<file path="src/rtl/pipe_pkg.sv">
// Shared pipeline definitions: ALUOp encodings, default widths and the ID/EX control bundle.
package pipe_pkg;

  localparam int unsigned DATA_W  = 32;
  localparam int unsigned REG_AW  = 5;
  localparam int unsigned SHAMT_W = 5;
  localparam int unsigned FUNCT_W = 6;

  localparam logic [1:0] ALUOP_ADD   = 2'b00;
  localparam logic [1:0] ALUOP_SUB   = 2'b01;
  localparam logic [1:0] ALUOP_RTYPE = 2'b10;

  typedef struct packed {
    logic       valid;
    logic       reg_write;
    logic       mem_to_reg;
    logic       mem_read;
    logic       mem_write;
    logic       branch;
    logic       alu_src;
    logic       reg_dst;
    logic [1:0] alu_op;
  } ctrl_t;

  localparam int unsigned CTRL_W = $bits(ctrl_t);

  // Reset and flush image: no write side effects, ALU op = add.
  localparam ctrl_t CTRL_BUBBLE = ctrl_t'(CTRL_W'(0));

  // An invalid ID slot must not be able to write anything downstream.
  function automatic ctrl_t mask_ctrl(input ctrl_t c);
    ctrl_t m;
    m = c;
    if (!c.valid) begin
      m.reg_write  = 1'b0;
      m.mem_to_reg = 1'b0;
      m.mem_read   = 1'b0;
      m.mem_write  = 1'b0;
      m.branch     = 1'b0;
      m.alu_op     = ALUOP_ADD;
    end
    return m;
  endfunction

endpackage

</file>
<file path="src/rtl/id_ex_reg_if.sv">
// ID-to-EX bus: hazard controls, ID-side payload and registered EX-side copies.
interface id_ex_reg_if #(
  parameter int unsigned DATA_W = pipe_pkg::DATA_W,
  parameter int unsigned REG_AW = pipe_pkg::REG_AW
);
  logic              stall;
  logic              flush;

  logic              id_valid;
  logic              id_reg_write;
  logic              id_mem_to_reg;
  logic              id_mem_read;
  logic              id_mem_write;
  logic              id_branch;
  logic              id_alu_src;
  logic              id_reg_dst;
  logic [1:0]        id_alu_op;
  logic [DATA_W-1:0] id_pc4;
  logic [DATA_W-1:0] id_rs_data;
  logic [DATA_W-1:0] id_rt_data;
  logic [DATA_W-1:0] id_imm;
  logic [REG_AW-1:0] id_rs;
  logic [REG_AW-1:0] id_rt;
  logic [REG_AW-1:0] id_rd;
  logic [4:0]        id_shamt;
  logic [5:0]        id_funct;

  logic              ex_valid;
  logic              ex_reg_write;
  logic              ex_mem_to_reg;
  logic              ex_mem_read;
  logic              ex_mem_write;
  logic              ex_branch;
  logic              ex_alu_src;
  logic              ex_reg_dst;
  logic [1:0]        ex_alu_op;
  logic [DATA_W-1:0] ex_pc4;
  logic [DATA_W-1:0] ex_rs_data;
  logic [DATA_W-1:0] ex_rt_data;
  logic [DATA_W-1:0] ex_imm;
  logic [REG_AW-1:0] ex_rs;
  logic [REG_AW-1:0] ex_rt;
  logic [REG_AW-1:0] ex_rd;
  logic [4:0]        ex_shamt;
  logic [5:0]        ex_funct;

  modport master (
    output stall, flush,
    output id_valid, id_reg_write, id_mem_to_reg, id_mem_read, id_mem_write,
           id_branch, id_alu_src, id_reg_dst, id_alu_op, id_pc4, id_rs_data,
           id_rt_data, id_imm, id_rs, id_rt, id_rd, id_shamt, id_funct,
    input  ex_valid, ex_reg_write, ex_mem_to_reg, ex_mem_read, ex_mem_write,
           ex_branch, ex_alu_src, ex_reg_dst, ex_alu_op, ex_pc4, ex_rs_data,
           ex_rt_data, ex_imm, ex_rs, ex_rt, ex_rd, ex_shamt, ex_funct
  );

  modport slave (
    input  stall, flush,
    input  id_valid, id_reg_write, id_mem_to_reg, id_mem_read, id_mem_write,
           id_branch, id_alu_src, id_reg_dst, id_alu_op, id_pc4, id_rs_data,
           id_rt_data, id_imm, id_rs, id_rt, id_rd, id_shamt, id_funct,
    output ex_valid, ex_reg_write, ex_mem_to_reg, ex_mem_read, ex_mem_write,
           ex_branch, ex_alu_src, ex_reg_dst, ex_alu_op, ex_pc4, ex_rs_data,
           ex_rt_data, ex_imm, ex_rs, ex_rt, ex_rd, ex_shamt, ex_funct
  );

endinterface

</file>
<file path="src/rtl/pipe_reg_ec.sv">
// Generic W-bit pipeline register: async active-low reset, sync clear (priority), enable.
module pipe_reg_ec #(
  parameter int unsigned W = 1
) (
  input  logic         clk,
  input  logic         rst_n,
  input  logic         en_i,
  input  logic         clr_i,
  input  logic [W-1:0] d_i,
  output logic [W-1:0] q_o
);

  logic [W-1:0] q_q;
  logic [W-1:0] q_d;

  always_comb begin
    q_d = q_q;
    if (clr_i) begin
      q_d = W'(0);
    end else if (en_i) begin
      q_d = d_i;
    end
  end

  always_ff @(posedge clk or negedge rst_n) begin
    if (!rst_n) begin
      q_q <= W'(0);
    end else begin
      q_q <= q_d;
    end
  end

  assign q_o = q_q;

endmodule

</file>
<file path="src/rtl/id_ex_reg.sv">
// ID/EX pipeline register: control (masked by id_valid), data and instruction-field groups.
module id_ex_reg
  import pipe_pkg::*;
#(
  parameter int unsigned DATA_W = pipe_pkg::DATA_W,
  parameter int unsigned REG_AW = pipe_pkg::REG_AW
) (
  input logic        clk,
  input logic        rst_n,
  id_ex_reg_if.slave bus
);

  localparam int unsigned DGRP_W = 4 * DATA_W;
  localparam int unsigned FGRP_W = 3 * REG_AW + SHAMT_W + FUNCT_W;

  ctrl_t             ctrl_raw_c;
  ctrl_t             ctrl_masked_c;
  ctrl_t             ctrl_q;
  logic [DGRP_W-1:0] data_q;
  logic [FGRP_W-1:0] fld_q;
  logic              en_c;

  assign en_c = ~bus.stall;

  always_comb begin
    ctrl_raw_c            = CTRL_BUBBLE;
    ctrl_raw_c.valid      = bus.id_valid;
    ctrl_raw_c.reg_write  = bus.id_reg_write;
    ctrl_raw_c.mem_to_reg = bus.id_mem_to_reg;
    ctrl_raw_c.mem_read   = bus.id_mem_read;
    ctrl_raw_c.mem_write  = bus.id_mem_write;
    ctrl_raw_c.branch     = bus.id_branch;
    ctrl_raw_c.alu_src    = bus.id_alu_src;
    ctrl_raw_c.reg_dst    = bus.id_reg_dst;
    ctrl_raw_c.alu_op     = bus.id_alu_op;
    ctrl_masked_c         = mask_ctrl(ctrl_raw_c);
  end

  pipe_reg_ec #(.W(CTRL_W)) u_ctrl (
    .clk   (clk),
    .rst_n (rst_n),
    .en_i  (en_c),
    .clr_i (bus.flush),
    .d_i   (ctrl_masked_c),
    .q_o   (ctrl_q)
  );

  pipe_reg_ec #(.W(DGRP_W)) u_data (
    .clk   (clk),
    .rst_n (rst_n),
    .en_i  (en_c),
    .clr_i (bus.flush),
    .d_i   ({bus.id_pc4, bus.id_rs_data, bus.id_rt_data, bus.id_imm}),
    .q_o   (data_q)
  );

  pipe_reg_ec #(.W(FGRP_W)) u_fld (
    .clk   (clk),
    .rst_n (rst_n),
    .en_i  (en_c),
    .clr_i (bus.flush),
    .d_i   ({bus.id_rs, bus.id_rt, bus.id_rd, bus.id_shamt, bus.id_funct}),
    .q_o   (fld_q)
  );

  assign bus.ex_valid      = ctrl_q.valid;
  assign bus.ex_reg_write  = ctrl_q.reg_write;
  assign bus.ex_mem_to_reg = ctrl_q.mem_to_reg;
  assign bus.ex_mem_read   = ctrl_q.mem_read;
  assign bus.ex_mem_write  = ctrl_q.mem_write;
  assign bus.ex_branch     = ctrl_q.branch;
  assign bus.ex_alu_src    = ctrl_q.alu_src;
  assign bus.ex_reg_dst    = ctrl_q.reg_dst;
  assign bus.ex_alu_op     = ctrl_q.alu_op;

  assign {bus.ex_pc4, bus.ex_rs_data, bus.ex_rt_data, bus.ex_imm} = data_q;
  assign {bus.ex_rs, bus.ex_rt, bus.ex_rd, bus.ex_shamt, bus.ex_funct} = fld_q;

endmodule

</file>
<file path="src/flat_wrapper.sv">
// flat-port wrapper written by rule: the top's interface ports become plain ports
module id_ex_reg_flat import pipe_pkg::*;
#(
  parameter int unsigned DATA_W = pipe_pkg::DATA_W,
  parameter int unsigned REG_AW = pipe_pkg::REG_AW
)
  (clk, rst_n, bus_stall, bus_flush, bus_id_valid, bus_id_reg_write, bus_id_mem_to_reg, bus_id_mem_read, bus_id_mem_write, bus_id_branch, bus_id_alu_src, bus_id_reg_dst, bus_id_alu_op, bus_id_pc4, bus_id_rs_data, bus_id_rt_data, bus_id_imm, bus_id_rs, bus_id_rt, bus_id_rd, bus_id_shamt, bus_id_funct, bus_ex_valid, bus_ex_reg_write, bus_ex_mem_to_reg, bus_ex_mem_read, bus_ex_mem_write, bus_ex_branch, bus_ex_alu_src, bus_ex_reg_dst, bus_ex_alu_op, bus_ex_pc4, bus_ex_rs_data, bus_ex_rt_data, bus_ex_imm, bus_ex_rs, bus_ex_rt, bus_ex_rd, bus_ex_shamt, bus_ex_funct);
  id_ex_reg_if #(.DATA_W(DATA_W), .REG_AW(REG_AW)) bus_i ();
  input logic clk;
  input logic rst_n;
  input wire logic [$bits(bus_i.stall)-1:0] bus_stall;
  input wire logic [$bits(bus_i.flush)-1:0] bus_flush;
  input wire logic [$bits(bus_i.id_valid)-1:0] bus_id_valid;
  input wire logic [$bits(bus_i.id_reg_write)-1:0] bus_id_reg_write;
  input wire logic [$bits(bus_i.id_mem_to_reg)-1:0] bus_id_mem_to_reg;
  input wire logic [$bits(bus_i.id_mem_read)-1:0] bus_id_mem_read;
  input wire logic [$bits(bus_i.id_mem_write)-1:0] bus_id_mem_write;
  input wire logic [$bits(bus_i.id_branch)-1:0] bus_id_branch;
  input wire logic [$bits(bus_i.id_alu_src)-1:0] bus_id_alu_src;
  input wire logic [$bits(bus_i.id_reg_dst)-1:0] bus_id_reg_dst;
  input wire logic [$bits(bus_i.id_alu_op)-1:0] bus_id_alu_op;
  input wire logic [$bits(bus_i.id_pc4)-1:0] bus_id_pc4;
  input wire logic [$bits(bus_i.id_rs_data)-1:0] bus_id_rs_data;
  input wire logic [$bits(bus_i.id_rt_data)-1:0] bus_id_rt_data;
  input wire logic [$bits(bus_i.id_imm)-1:0] bus_id_imm;
  input wire logic [$bits(bus_i.id_rs)-1:0] bus_id_rs;
  input wire logic [$bits(bus_i.id_rt)-1:0] bus_id_rt;
  input wire logic [$bits(bus_i.id_rd)-1:0] bus_id_rd;
  input wire logic [$bits(bus_i.id_shamt)-1:0] bus_id_shamt;
  input wire logic [$bits(bus_i.id_funct)-1:0] bus_id_funct;
  output wire logic [$bits(bus_i.ex_valid)-1:0] bus_ex_valid;
  output wire logic [$bits(bus_i.ex_reg_write)-1:0] bus_ex_reg_write;
  output wire logic [$bits(bus_i.ex_mem_to_reg)-1:0] bus_ex_mem_to_reg;
  output wire logic [$bits(bus_i.ex_mem_read)-1:0] bus_ex_mem_read;
  output wire logic [$bits(bus_i.ex_mem_write)-1:0] bus_ex_mem_write;
  output wire logic [$bits(bus_i.ex_branch)-1:0] bus_ex_branch;
  output wire logic [$bits(bus_i.ex_alu_src)-1:0] bus_ex_alu_src;
  output wire logic [$bits(bus_i.ex_reg_dst)-1:0] bus_ex_reg_dst;
  output wire logic [$bits(bus_i.ex_alu_op)-1:0] bus_ex_alu_op;
  output wire logic [$bits(bus_i.ex_pc4)-1:0] bus_ex_pc4;
  output wire logic [$bits(bus_i.ex_rs_data)-1:0] bus_ex_rs_data;
  output wire logic [$bits(bus_i.ex_rt_data)-1:0] bus_ex_rt_data;
  output wire logic [$bits(bus_i.ex_imm)-1:0] bus_ex_imm;
  output wire logic [$bits(bus_i.ex_rs)-1:0] bus_ex_rs;
  output wire logic [$bits(bus_i.ex_rt)-1:0] bus_ex_rt;
  output wire logic [$bits(bus_i.ex_rd)-1:0] bus_ex_rd;
  output wire logic [$bits(bus_i.ex_shamt)-1:0] bus_ex_shamt;
  output wire logic [$bits(bus_i.ex_funct)-1:0] bus_ex_funct;
  assign bus_i.stall = bus_stall;
  assign bus_i.flush = bus_flush;
  assign bus_i.id_valid = bus_id_valid;
  assign bus_i.id_reg_write = bus_id_reg_write;
  assign bus_i.id_mem_to_reg = bus_id_mem_to_reg;
  assign bus_i.id_mem_read = bus_id_mem_read;
  assign bus_i.id_mem_write = bus_id_mem_write;
  assign bus_i.id_branch = bus_id_branch;
  assign bus_i.id_alu_src = bus_id_alu_src;
  assign bus_i.id_reg_dst = bus_id_reg_dst;
  assign bus_i.id_alu_op = bus_id_alu_op;
  assign bus_i.id_pc4 = bus_id_pc4;
  assign bus_i.id_rs_data = bus_id_rs_data;
  assign bus_i.id_rt_data = bus_id_rt_data;
  assign bus_i.id_imm = bus_id_imm;
  assign bus_i.id_rs = bus_id_rs;
  assign bus_i.id_rt = bus_id_rt;
  assign bus_i.id_rd = bus_id_rd;
  assign bus_i.id_shamt = bus_id_shamt;
  assign bus_i.id_funct = bus_id_funct;
  assign bus_ex_valid = bus_i.ex_valid;
  assign bus_ex_reg_write = bus_i.ex_reg_write;
  assign bus_ex_mem_to_reg = bus_i.ex_mem_to_reg;
  assign bus_ex_mem_read = bus_i.ex_mem_read;
  assign bus_ex_mem_write = bus_i.ex_mem_write;
  assign bus_ex_branch = bus_i.ex_branch;
  assign bus_ex_alu_src = bus_i.ex_alu_src;
  assign bus_ex_reg_dst = bus_i.ex_reg_dst;
  assign bus_ex_alu_op = bus_i.ex_alu_op;
  assign bus_ex_pc4 = bus_i.ex_pc4;
  assign bus_ex_rs_data = bus_i.ex_rs_data;
  assign bus_ex_rt_data = bus_i.ex_rt_data;
  assign bus_ex_imm = bus_i.ex_imm;
  assign bus_ex_rs = bus_i.ex_rs;
  assign bus_ex_rt = bus_i.ex_rt;
  assign bus_ex_rd = bus_i.ex_rd;
  assign bus_ex_shamt = bus_i.ex_shamt;
  assign bus_ex_funct = bus_i.ex_funct;
  id_ex_reg #(.DATA_W(DATA_W), .REG_AW(REG_AW)) u_core (.clk(clk), .rst_n(rst_n), .bus(bus_i));
endmodule
</file>
<file path="config.mk">
export PLATFORM = sky130hd
export DESIGN_NAME = id_ex_reg_flat
export DESIGN_NICKNAME = d
export VERILOG_FILES = /design/src/rtl/pipe_pkg.sv /design/src/rtl/id_ex_reg_if.sv /design/src/rtl/pipe_reg_ec.sv /design/src/rtl/id_ex_reg.sv /design/src/flat_wrapper.sv
export SDC_FILE = /design/constraint.sdc
export NUM_CORES = 1
export LEC_CHECK = 0
export BUFFER_PORTS_ARGS = -buffer_cell sky130_fd_sc_hd__clkbuf_2
export CAP_MARGIN = 0
export CORE_MARGIN = 8
export CORE_UTILIZATION = 35
export CTS_CLUSTER_SIZE = 25
export DETAILED_ROUTE_END_ITERATION = 6
export MAX_ROUTING_LAYER = met4
export PLACE_DENSITY_LB_ADDON = 0.05
export SLEW_MARGIN = 20
export SYNTH_ARGS = -nofsm -noshare
export SYNTH_HDL_FRONTEND = slang
export SYNTH_HIERARCHICAL = 1
export SYNTH_SLANG_ARGS = --single-unit
export TNS_END_PERCENT = 20
</file>
<file path="constraint.sdc">
create_clock -name clk -period 0.8 [get_ports clk]
set_input_delay 0.2 -clock clk [delete_from_list [all_inputs] [get_ports clk]]
set_output_delay 0.2 -clock clk [all_outputs]
set_load 0.02 [all_outputs]
</file>
==> results of run 1 <==
[power by group through the flow]
stage                     clock (mW)  sequential, mW  combinational [mW]
after floorplan                    0            9.71                1.15
after global routing            8.46            9.13                3.73
after global placement             0            9.17                3.08
after detailed placement           0            9.18                3.13
final                           7.83            9.07                3.45
after CTS                       8.05            9.04                3.21
[registers in the layout (all words and copies together) (netlist names)]
signal,count
u_core/u_data/q_o,128
u_core/u_fld/q_o,26
u_core/u_ctrl/q_o,10
[cell usage after synthesis]
cell      count
buf_12       15
nor2_1      164
buf_6         3
inv_1         1
and2_1        7
dfrtp_1     164
buf_2         5
clkbuf_1     12
mux2i_1     164
buf_1         1
[what timing repair did]
| action | in CTS | in global routing |
|---|---|---|
| endpoints found under the setup margin | 164 | 169 |
| setup buffers | 3 | 9 |
| pin swaps | 0 | 2 |
| endpoints found under the hold margin | 167 | 0 |
| hold buffers | 4 | 0 |
| gates resized for setup | 24 | 303 |
[stage by stage]
stage / utilization / area [sq um] / std cells / hold WS (ns)
after floorplan: - / 6820 / 536 / -0.0956
after global placement: 0.457 / 8800 / 1130 / 0.0461
after detailed placement: 0.457 / 8800 / 1130 / 0.0508
after CTS: 0.495 / 9540 / 1169 / 0.00126
after global routing: 0.524 / 10100 / 1178 / 0.0000265
final: 0.524 / 10100 / 1178 / 0.0221
[final cells by class]
class	count	area, sq um	share of cell area
flip-flops and latches	164	4100	0.407
repair buffers	381	2780	0.276
multi-input cells	335	2300	0.228
clock buffers	19	453	0.0449
well taps	265	332	0.0328
clock inverters	13	114	0.0113
inverters	1	7.51	0.000744
[logic make-up after synthesis]
family | count (synthesis) | synth area share
and+or+nand+nor | 171 | 0.0967
DFF | 164 | 0.602
muxes | 164 | 0.241
buffers and inverters | 37 | 0.0604
[per-layer routing]
metal | track usage | vias to the layer above | wire length [microns]
met5 | - | - | 0
met2 | 0.292 | 224 | 10700
met4 | 0.0527 | 0 | 229
li1 | - | 2495 | -
met1 | 0.201 | 2522 | 8390
met3 | 0.0698 | 18 | 2030
[worst max-delay path by stage]
stage | endpoint | slack [ns] | cells after the start
finish | bus_ex_rs_data[13] | -0.40 | 1
global route | bus_ex_pc4[14] | -0.44 | 1
CTS | bus_ex_rs_data[13] | -0.44 | 1
detailed placement | u_core/u_data/q_o[24] | -0.39 | 6
global placement | u_core/u_data/q_o[53] | -0.36 | 6
floorplan | u_core/u_data/q_o[100] | -0.16 | 5
==> metrics.md, run 1 <==
| Metric | Value |
|---|---|
| Outcome | finished, violations left |
| Failing checks | setup timing |
| Pre-CTS WS | -0.385 ns |
| Final Hold Viols | 0 |
| Rel. slew slack | 0.834 |
| Yosys top cell area share | 0.602 |
| Worst EP arrival | 1.00 ns |
| Clk pwr share | 0.385 |
| Syn. warnings | 6 |
| Psw | 5.73 mW |
| Row cnt | 51 |
| Highest-count cells in the layout ignoring fill and taps | 177 x clkbuf_2, 164 x mux2i_1, 164 x nor2_1, 164 x dfrtp_1, 78 x buf_6 |
| Pint | 14.6 mW |
| Routed wire length | 21.4 mm |
| Combinational power share | 0.170 |
| Pwr Density | 2020 nW/um^2 |
| Crit Path Class | reg -> out |
| Reg-to-reg endpoint | u_core/u_data/q_o[24] |
| Final net count | 1068 |
| Worst VDD drop | 0.00146 V |
| Clk_lat worst skew | 0.42 ns |
| Die area | 24200 sq um |
| CP endpoint kind | output port |
| Max-cap viol count | 0 |
| # fillers | 1828 |
| Die height | 156 microns |
| Yosys reg bits | between 150 and 200 |
| Hold Path Class | in -> reg |
| GPL Wtd Cong | roughly 0.83 |
| Crit path max fanout | 2 |
| Overall power | 20.4 mW |
| R2r setup slk | -0.06 ns |
| Routed WL per cell | 18.1 microns |
| I/O Buffers | 331 |
| Cell variety after synth | 10 |
| Worst EP required | 0.60 ns |
| Post-Syn Area | 6820 sq um |
| Worst clock skew | 0 ns |
| Seq/Total Area, Yosys | 0.602 |
| Antenna violations before repair | 0 |
| Commonest non-fill, non-tap cell in the layout | clkbuf_2 |
| Slowest cell on the critical path | dfrtp_1 |
| Syn nets | about 700 |
| Ranking of synthesized cells by area | dfrtp_1 60%, mux2i_1 24%, nor2_1 9.0% |
| DRT Pass-1 Iters | 4 |
| Starting Density | 0.354 |
| Leakage Power | 5.66 nW |
| Layout cell share with drive strength beyond 1 | 0.449 |
| WP buf/inv | 1 |
| Reg power frac | 0.446 |
| Cell taking the most area after synthesis | dfrtp_1 |
| CTS root buffer | clkbuf_16 |
| Clk sinks | 164 |
| Worst Hold Depth | 3 |
| Worst Setup Start Kind | flop |
| Iter 0 DRT Violations | 213 |
| Final Setup Violations | ~180 |
| Die W | roughly 160 microns |
| Vias in the first global route | slightly below 6000 |
| FF-to-FF path depth | 3 |
| Hold Path End | u_core/u_fld/q_o[11] |
| RSZ-0062 raised after global routing | true |
| Maximum level of the CTS H-tree | 4 |
| CP delay by family, top | flip-flops |
| Inserted Clock Buffers | 17 |
| Area growth syn-to-layout | 48.1% |
| Overflow after GRT | 0 |
| TritonCTS clock tree | done |
| R2R Path Start | u_core/u_data/q_o[24] |
| Period utilization | 1.50 |
| Vias | 5259 |
| Crit-path cells | clkbuf_8 |
| Final-report max-slew violation count | 0 |
| Fin worst setup slack | -0.400 ns |
| # diodes | 0 |
| Max Freq | 834 MHz |
| Least-Margin Pin Slew | 0.249 ns |
| CP Launch Point | u_core/u_data/q_o[77] |
| Syn Inst Count | 536 |
| CORE AREA | 19300 sq um |
| Sw frac | 0.282 |
| Routed Antenna Nets | 0 |
| Synthesized area per cell | 12.7 sq um |
| Total negative slack | -59.39 ns |
| DP Wirelength | 16.5 mm |
| Final worst path period need | roughly 1.2 ns |
| GRT Total Usage | 0.179 |
| DR vias/cell | 4.46 |
| Residual DRC | 0 |
| Worst stage delay on the critical path | 0.41 ns |
| Largest net degree at the start of global routing | 47 |
| Top Ports | 332 |
| Worst hold start | bus_id_rd[0] |
| Maximum buffer depth of the clock tree | 2 |
| Clock-pin slew on the worst setup and hold paths | around 0.070 ns |
| First-pass GRT wire length | 32.7 mm |
No activity file was read; power rests on OpenSTA's default activity.
==> inputs of run 2 (changes only) <==
--- a/config.mk
+++ b/config.mk
@@ -11,7 +11,6 @@
 export CORE_UTILIZATION = 35
 export CTS_CLUSTER_SIZE = 25
 export DETAILED_ROUTE_END_ITERATION = 6
-export MAX_ROUTING_LAYER = met4
 export PLACE_DENSITY_LB_ADDON = 0.05
 export SLEW_MARGIN = 20
 export SYNTH_ARGS = -nofsm -noshare
==> run 2 against run 1 <==
  * The flow still finishes with violations (setup timing)
  * Critical path depth stayed put
  * Core utilization about the same
  * Non-clock buffer count fell by 1
  * Fmax is essentially flat
  * Highest routed layer unchanged
==> metrics.md, run 2 (synthesis results as in run 1) <==
| Metric | Value |
|---|---|
| # diodes | 0 (unchanged) |
| Leakage Power | 5.66 nW (about the same) |
| Layout cell share with drive strength beyond 1 | 0.448 (-0.000604) |
| Commonest non-fill, non-tap cell in the layout | clkbuf_2 |
| Inserted Clock Buffers | 17 (unchanged) |
| Worst EP arrival | 1.00 ns (about the same) |
| Row cnt | 51 (unchanged) |
| Rel. slew slack | 0.835 (+0.00133) |
| First-pass GRT wire length | 32.8 mm (+0.32%) |
| Period utilization | 1.50 (about the same) |
| Vias in the first global route | 5783 (-0.79%) |
| Clk sinks | 164 (unchanged) |
| Starting Density | 0.354 (unchanged) |
| Die W | 156 microns (unchanged) |
| Worst Setup Start Kind | flop |
| Hold Path Class | in -> reg |
| Iter 0 DRT Violations | 220 (+3.3%) |
| Overflow after GRT | 0 (unchanged) |
| CP delay by family, top | flip-flops |
| Psw | 5.75 mW (+0.24%) |
| DP Wirelength | 16.5 mm (unchanged) |
| Combinational power share | 0.169 (about the same) |
| Worst hold start | bus_id_alu_src |
| Routed wire length | 21.3 mm (-0.19%) |
| DR vias/cell | 4.49 (+0.48%) |
| Residual DRC | 0 (unchanged) |
| I/O Buffers | 331 (unchanged) |
| Final net count | 1067 (-0.094%) |
| Final worst path period need | 1.20 ns (+0.00102 ns) |
| Crit-path cells | clkbuf_8 |
| Max-cap viol count | 0 (unchanged) |
| Worst EP required | 0.60 ns (about the same) |
| Sw frac | 0.282 (+0.000447) |
| Flip-flop count of the largest register after layout | 128 (unchanged) |
| Clk pwr share | 0.385 (about the same) |
| Hold Path End | u_core/u_ctrl/q_o[3] |
| Antenna violations before repair | 0 (unchanged) |
| Clock-pin slew on the worst setup and hold paths | 0.07 ns (about the same) |
| CP Launch Point | u_core/u_data/q_o[77] |
| Fin worst setup slack | -0.401 ns (-0.00102 ns) |
| Vias | 5280 (+0.40%) |
| Clk_lat worst skew | 0.42 ns (about the same) |
| FF-to-FF path depth | 3 (unchanged) |
| Reg-to-reg endpoint | u_core/u_data/q_o[15] |
| Failing checks | setup timing |
| Outcome | finished, violations left |
| Highest-count cells in the layout ignoring fill and taps | 178 x clkbuf_2, 164 x mux2i_1, 164 x nor2_1, 164 x dfrtp_1, 80 x buf_6 |
| Crit Path Class | reg -> out |
| Routed WL per cell | 18.1 microns (-0.10%) |
| Crit path max fanout | 2 (unchanged) |
| CTS root buffer | clkbuf_16 |
| Placed Cells incl. Taps | 1130 (unchanged) |
| Final-report max-slew violation count | 0 (unchanged) |
| Slowest cell on the critical path | dfrtp_1 |
| Top Ports | 332 (unchanged) |
| GRT Total Usage | 0.174 (-0.00483) |
| Die height | 156 microns (unchanged) |
| Worst stage delay on the critical path | 0.41 ns (about the same) |
| Largest net degree at the start of global routing | 47 (unchanged) |
| Worst VDD drop | 0.00146 V (+0.20%) |
| GPL Wtd Cong | 0.820 (-1.2%) |
| WP buf/inv | 1 (unchanged) |
| TritonCTS clock tree | done |
| Reg power frac | 0.446 (about the same) |
| Pre-CTS WS | -0.385 ns (unchanged) |
| R2R Path Start | u_core/u_data/q_o[15] |
| Pwr Density | 2020 nW/um^2 (about the same) |
| Final Setup Violations | 175 (-0.57%) |
| CP endpoint kind | output port |
| Routed Antenna Nets | 0 (unchanged) |
| R2r setup slk | -0.05 ns (about the same) |
| Worst clock skew | 0 ns (unchanged) |
| RSZ-0062 raised after global routing | true |
| Overall power | 20.4 mW (about the same) |
| Area growth syn-to-layout | 48.1% (about the same) |
| Non-filler instance count after layout | 1177 (-0.085%) |
| Final Hold Viols | 0 (unchanged) |
| Pint | 14.6 mW (about the same) |
| Maximum level of the CTS H-tree | 4 (unchanged) |
| DRT Pass-1 Iters | 6 (+2) |
| Maximum buffer depth of the clock tree | 2 (unchanged) |
| Least-Margin Pin Slew | 0.247 ns (-0.00200 ns) |
| Max Freq | 833 MHz (about the same) |
| Die area | 24200 sq um (unchanged) |
| Worst Hold Depth | 3 (unchanged) |
| CORE AREA | 19300 sq um (unchanged) |
==> run 2: changes by cell type in the layout (fill, tap and decap cells not counted), sizes merged <==
| cell | delta |
|---|---|
| buf | -2 |
| clkbuf | +1 |
==> run 2: area by class of cell <==
cell class,instances,area [sq um]
clock buffers,19,453
clock inverters,13,114
fillers,1826,9170
inverters,1,7.51
multi-input cells,335,2300
flip-flops and latches,164,4100
well taps,265,332
repair buffers,380,2790
==> run 2: layer usage <==
layer	part of all wire	up-vias	track usage	wire, microns
li1	-	2498	-	-
met5	0	-	0	0
met3	0.097	18	0.0723	2060
met2	0.51	219	0.293	10800
met4	0.010	0	0.0527	218
met1	0.39	2545	0.199	8240
==> run 2: per-stage QoR <==
stage	area (sq um)	TNS (ns)	hold slack [ns]	util
6_report	10100	-59.53	0.0204	0.524
5_1_grt	10100	-67.33	0.0000395	0.524
4_1_cts	9540	-64.88	0.00126	0.495
3_5_place_dp	8800	-53.57	0.0508	0.457
3_3_place_gp	8800	-50.79	0.0461	0.457
2_1_floorplan	6820	-22.63	-0.0956	-
==> run 2: how the worst max path moves through the flow <==
stage / end / depth (start not counted)
after detailed placement: u_core/u_data/q_o[24] / 6
after floorplan: u_core/u_data/q_o[100] / 5
after global routing: bus_ex_pc4[14] / 1
after global placement: u_core/u_data/q_o[53] / 6
after CTS: bus_ex_rs_data[13] / 1
final: bus_ex_rs_data[13] / 1
==> run 2: timing repair <==
action / in CTS / in global routing
hold endpoints to repair: 167 / 0
resized for setup: 24 / 306
hold buffers: 4 / 0
setup buffers: 3 / 8
pin swaps: 0 / 2
endpoints found under the setup margin: 164 / 169
==> run 2: power groups by stage <==
stage                     sequential (mW)  combinational, mW  clock [mW]
after floorplan                      9.71               1.15           0
after global placement               9.17               3.08           0
after detailed placement             9.18               3.13           0
after CTS                            9.04               3.21        8.05
after global routing                 9.13               3.73        8.47
final                                9.08               3.45        7.85
==> inputs of run 3 (changes only) <==
--- a/config.mk
+++ b/config.mk
@@ -12,9 +12,9 @@
 export CTS_CLUSTER_SIZE = 25
 export DETAILED_ROUTE_END_ITERATION = 6
 export PLACE_DENSITY_LB_ADDON = 0.05
+export SKIP_LAST_GASP = 1
 export SLEW_MARGIN = 20
 export SYNTH_ARGS = -nofsm -noshare
 export SYNTH_HDL_FRONTEND = slang
-export SYNTH_HIERARCHICAL = 1
 export SYNTH_SLANG_ARGS = --single-unit
 export TNS_END_PERCENT = 20
==> constraint.sdc (replaced) <==
create_clock -name clk -period 1.46 [get_ports clk]
set_input_delay 0.365 -clock clk [delete_from_list [all_inputs] [get_ports clk]]
set_output_delay 0.365 -clock clk [all_outputs]
set_load 0.02 [all_outputs]
==> run 3 against run 2 <==
  * The flow now finishes without violations
  * Non-clock buffer count down 23
  * Sequential cell count unchanged
  * Synthesized area down 2.9%
  * Setup slack better by 0.51 ns
  * Wire length down 3.5%
  * Register-to-register slack better by 0.77 ns
  * Synthesized cell count is 1.9% lower
  * Global-route usage grew 0.10 points
  * Critical path type unchanged
==> metrics.md, run 3 <==
| Metric | Value |
|---|---|
| Outcome | completed |
| Die W | 154 microns (-1.3%) |
| I/O Buffers | 331 (unchanged) |
| Clk sinks | 164 (unchanged) |
| CORE AREA | 18600 sq um (-3.3%) |
| Worst EP required | 1.10 ns (+0.50 ns) |
| Seq/Total Area, Yosys | 0.620 (+0.0177) |
| Yosys top cell area share | 0.620 (+0.0177) |
| Maximum buffer depth of the clock tree | 2 (unchanged) |
| Least-Margin Pin Slew | 0.462 ns (+0.214 ns) |
| Ys async rst share | 1.00 (unchanged) |
| Vias in the first global route | 5771 (-0.21%) |
| Row cnt | 50 (-2.0%) |
| Final Hold Viols | 0 (unchanged) |
| Post-layout util | 0.498 (-0.0265) |
| # diodes | 0 (unchanged) |
| Pre-CTS WS | 0.0484 ns (+0.434 ns) |
| Synthesized area per cell | 12.6 sq um (-1.0%) |
| Syn. warnings | 0 (-6) |
| RSZ-0062 raised after global routing | false |
| Pwr Density | 1180 nW/um^2 (-41%) |
| Post-Syn Area | 6620 sq um (-2.9%) |
| Die area | 23600 sq um (-2.6%) |
| Fin worst setup slack | 0.105 ns (+0.506 ns) |
| DR vias/cell | 4.66 (+3.9%) |
| Area growth syn-to-layout | 40.1% |
| Routed wire length | 20.6 mm (-3.5%) |
| Highest-count cells in the layout ignoring fill and taps | 328 x clkbuf_2, 164 x dfrtp_1, 158 x nor2_1 |
| Leakage Power | 5.32 nW (-5.9%) |
| Top_reg_cell synth | dfrtp_1 |
| Yosys reg bits | 164 (unchanged) |
| Worst stage delay on the critical path | 0.39 ns (-0.02 ns) |
| CTS resizes | 0 (-100%) |
| Inserted Clock Buffers | 17 (unchanged) |
| Overflow after GRT | 0 (unchanged) |
| GRT Total Usage | 0.175 (+0.00104) |
| WL met1 | 8.31 mm (+0.92%) |
| Max-cap viol count | 0 (unchanged) |
| Final net count | 1033 (-3.2%) |
| GPL Wtd Cong | 0.773 (-5.7%) |
| Maximum level of the CTS H-tree | 4 (unchanged) |
| Final Setup Violations | 0 (-100%) |
| Worst Setup Start Kind | flop |
| CP endpoint kind | output port |
| Flip-flop count of the largest register after layout | 128 (unchanged) |
| Multi-input gate area | 2250 sq um (-2.3%) |
| DP Wirelength | 16.0 mm (-2.8%) |
| Crit-path cells | clkbuf_2 |
| Residual DRC | 0 (unchanged) |
| Metal3 WL | 1.91 mm (-7.5%) |
| Starting Density | 0.355 (+0.00145) |
| Iter 0 DRT Violations | 207 (-5.9%) |
| Max Freq | around 740 MHz |
| Worst EP arrival | 0.99 ns (about the same) |
| Final worst path period need | 1.35 ns |
| TritonCTS clock tree | done |
| CTS root buffer | clkbuf_16 |
| DRT Pass-1 Iters | 4 (-2) |
| Die height | 154 microns (-1.3%) |
| Post-CTS Setup Bufs | 0 (-3) |
| Syn Inst Count | 526 (-1.9%) |
| First-pass GRT wire length | 32.5 mm (-1.0%) |
| Vias | 5178 (-1.9%) |
| Ranking of synthesized cells by area | dfrtp_1 62%, mux2i_1 24%, nor2_1 9.0% |
| Worst VDD drop | 0.000737 V (-50%) |
| Final-report max-slew violation count | 0 (unchanged) |
| Number of flops mapped to enable cells by yosys | 0 (unchanged) |
| Most numerous cell in the Yosys netlist | dfrtp_1 |
| Total negative slack | 0 ns (+59.53 ns) |
| CTS Hold Bufs | 1 (-3) |
| Syn nets | 694 (-1.4%) |
| Worst clock skew | 0 ns (unchanged) |
| Largest net degree at the start of global routing | 84 (+79%) |
| Clk_lat worst skew | 0.41 ns (about the same) |
| CP delay by family, top | flip-flops |
| Crit Path Class | reg -> out |
| Hold Path Class | in -> reg |
| Routed Antenna Nets | 0 (unchanged) |
| Cell taking the most area after synthesis | dfrtp_1 |
| # fillers | 1804 (-1.2%) |
| Antenna violations before repair | 0 (unchanged) |
| Crit path max fanout | 2 (unchanged) |
| Commonest cells post-synth | 164 x dfrtp_1, 158 x nor2_1, 157 x mux2i_1, 12 x buf_6, 9 x clkbuf_1 |
| Highest metal used | met4 |
| Rel. slew slack | 0.692 (-0.143) |
| Top Ports | 332 (unchanged) |
| WP buf/inv | 1 (unchanged) |
| WL met2 | 9.84 mm (-9.0%) |
| Clock-pin slew on the worst setup and hold paths | 0.07 ns (about the same) |
| Cell variety after synth | 12 (+2) |
| Slowest cell on the critical path | dfrtp_1 |
| Reg area | 4100 sq um (unchanged) |
| Routed WL per cell | 18.5 microns (+2.2%) |
| Period utilization | 0.928 |
| Commonest non-fill, non-tap cell in the layout | clkbuf_2 |
| Layout cell share with drive strength beyond 1 | 0.441 (-0.00719) |
==> run 3: cell count changes after synthesis, sizes merged <==
cell	before	now
a32o	0	7
clkbuf	12	9
nor2b	0	2
buf	24	28
nor2	164	158
and2	7	0
mux2i	164	157
==> run 3: logic make-up (layout without fill, tap and decap cells) <==
group | Yosys count | count (layout) | synth area share
DFF | 164 | 164 | 0.620
and+or+nand+nor | 160 | 160 | 0.0915
muxes | 157 | 157 | 0.237
buffers and inverters | 38 | 389 | 0.0408
AOI/OAI and AO/OA | 7 | 7 | 0.0106
==> run 3: final cells by class <==
cell class / instances / area share
clock buffer: 21 / 0.0518
clock inverter: 10 / 0.0108
inverter: 1 / 0.000405
multi-input combinational: 324 / 0.242
sequential: 164 / 0.442
tap: 234 / 0.0316
timing repair buffer: 357 / 0.221
==> run 3: final timing paths <==
path | from | end | slack (ns) | cells after the start
hold / removal | bus_id_imm[22] | u_core.u_data.q_o[22] | 0.18 | 3
hold reg to reg | u_core.u_ctrl.q_o[1] | u_core.u_ctrl.q_o[1] | 0.49 | 1
setup / recovery | u_core.u_data.q_o[51] | bus_ex_rt_data[19] | 0.11 | 1
min in group asynchronous | rst_n | u_core.u_data.q_o[73] | 0.41 | 2
setup reg to reg | u_core.u_ctrl.q_o[5] | u_core.u_ctrl.q_o[5] | 0.72 | 1
max in group asynchronous | rst_n | u_core.u_data.q_o[83] | 0.50 | 3
==> run 3: routing by layer <==
metal / global-route usage / up-vias
li1: - / 2429
met1: 0.202 / 2501
met2: 0.284 / 217
met3: 0.0751 / 31
met4: 0.0681 / 0
met5: 0 / -
==> run 3: stage by stage <==
step | cells | hold WS, ns | power [mW] | cell area [sq um]
2_1_floorplan | 526 | 0.0694 | 5.89 | 6620
3_3_place_gp | 1079 | 0.283 | 6.67 | 8680
3_5_place_dp | 1079 | 0.288 | 6.72 | 8680
4_1_cts | 1111 | 0.164 | 11.1 | 9280
5_1_grt | 1111 | 0.168 | 11.5 | 9280
6_report | 1111 | 0.185 | 11.0 | 9280
==> run 3: where the power goes <==
part	leakage (nW)	switching, mW	internal (mW)
registers	2.18	0.143	4.80
logic	2.87	0.981	0.679
clock network	0.274	1.84	2.53
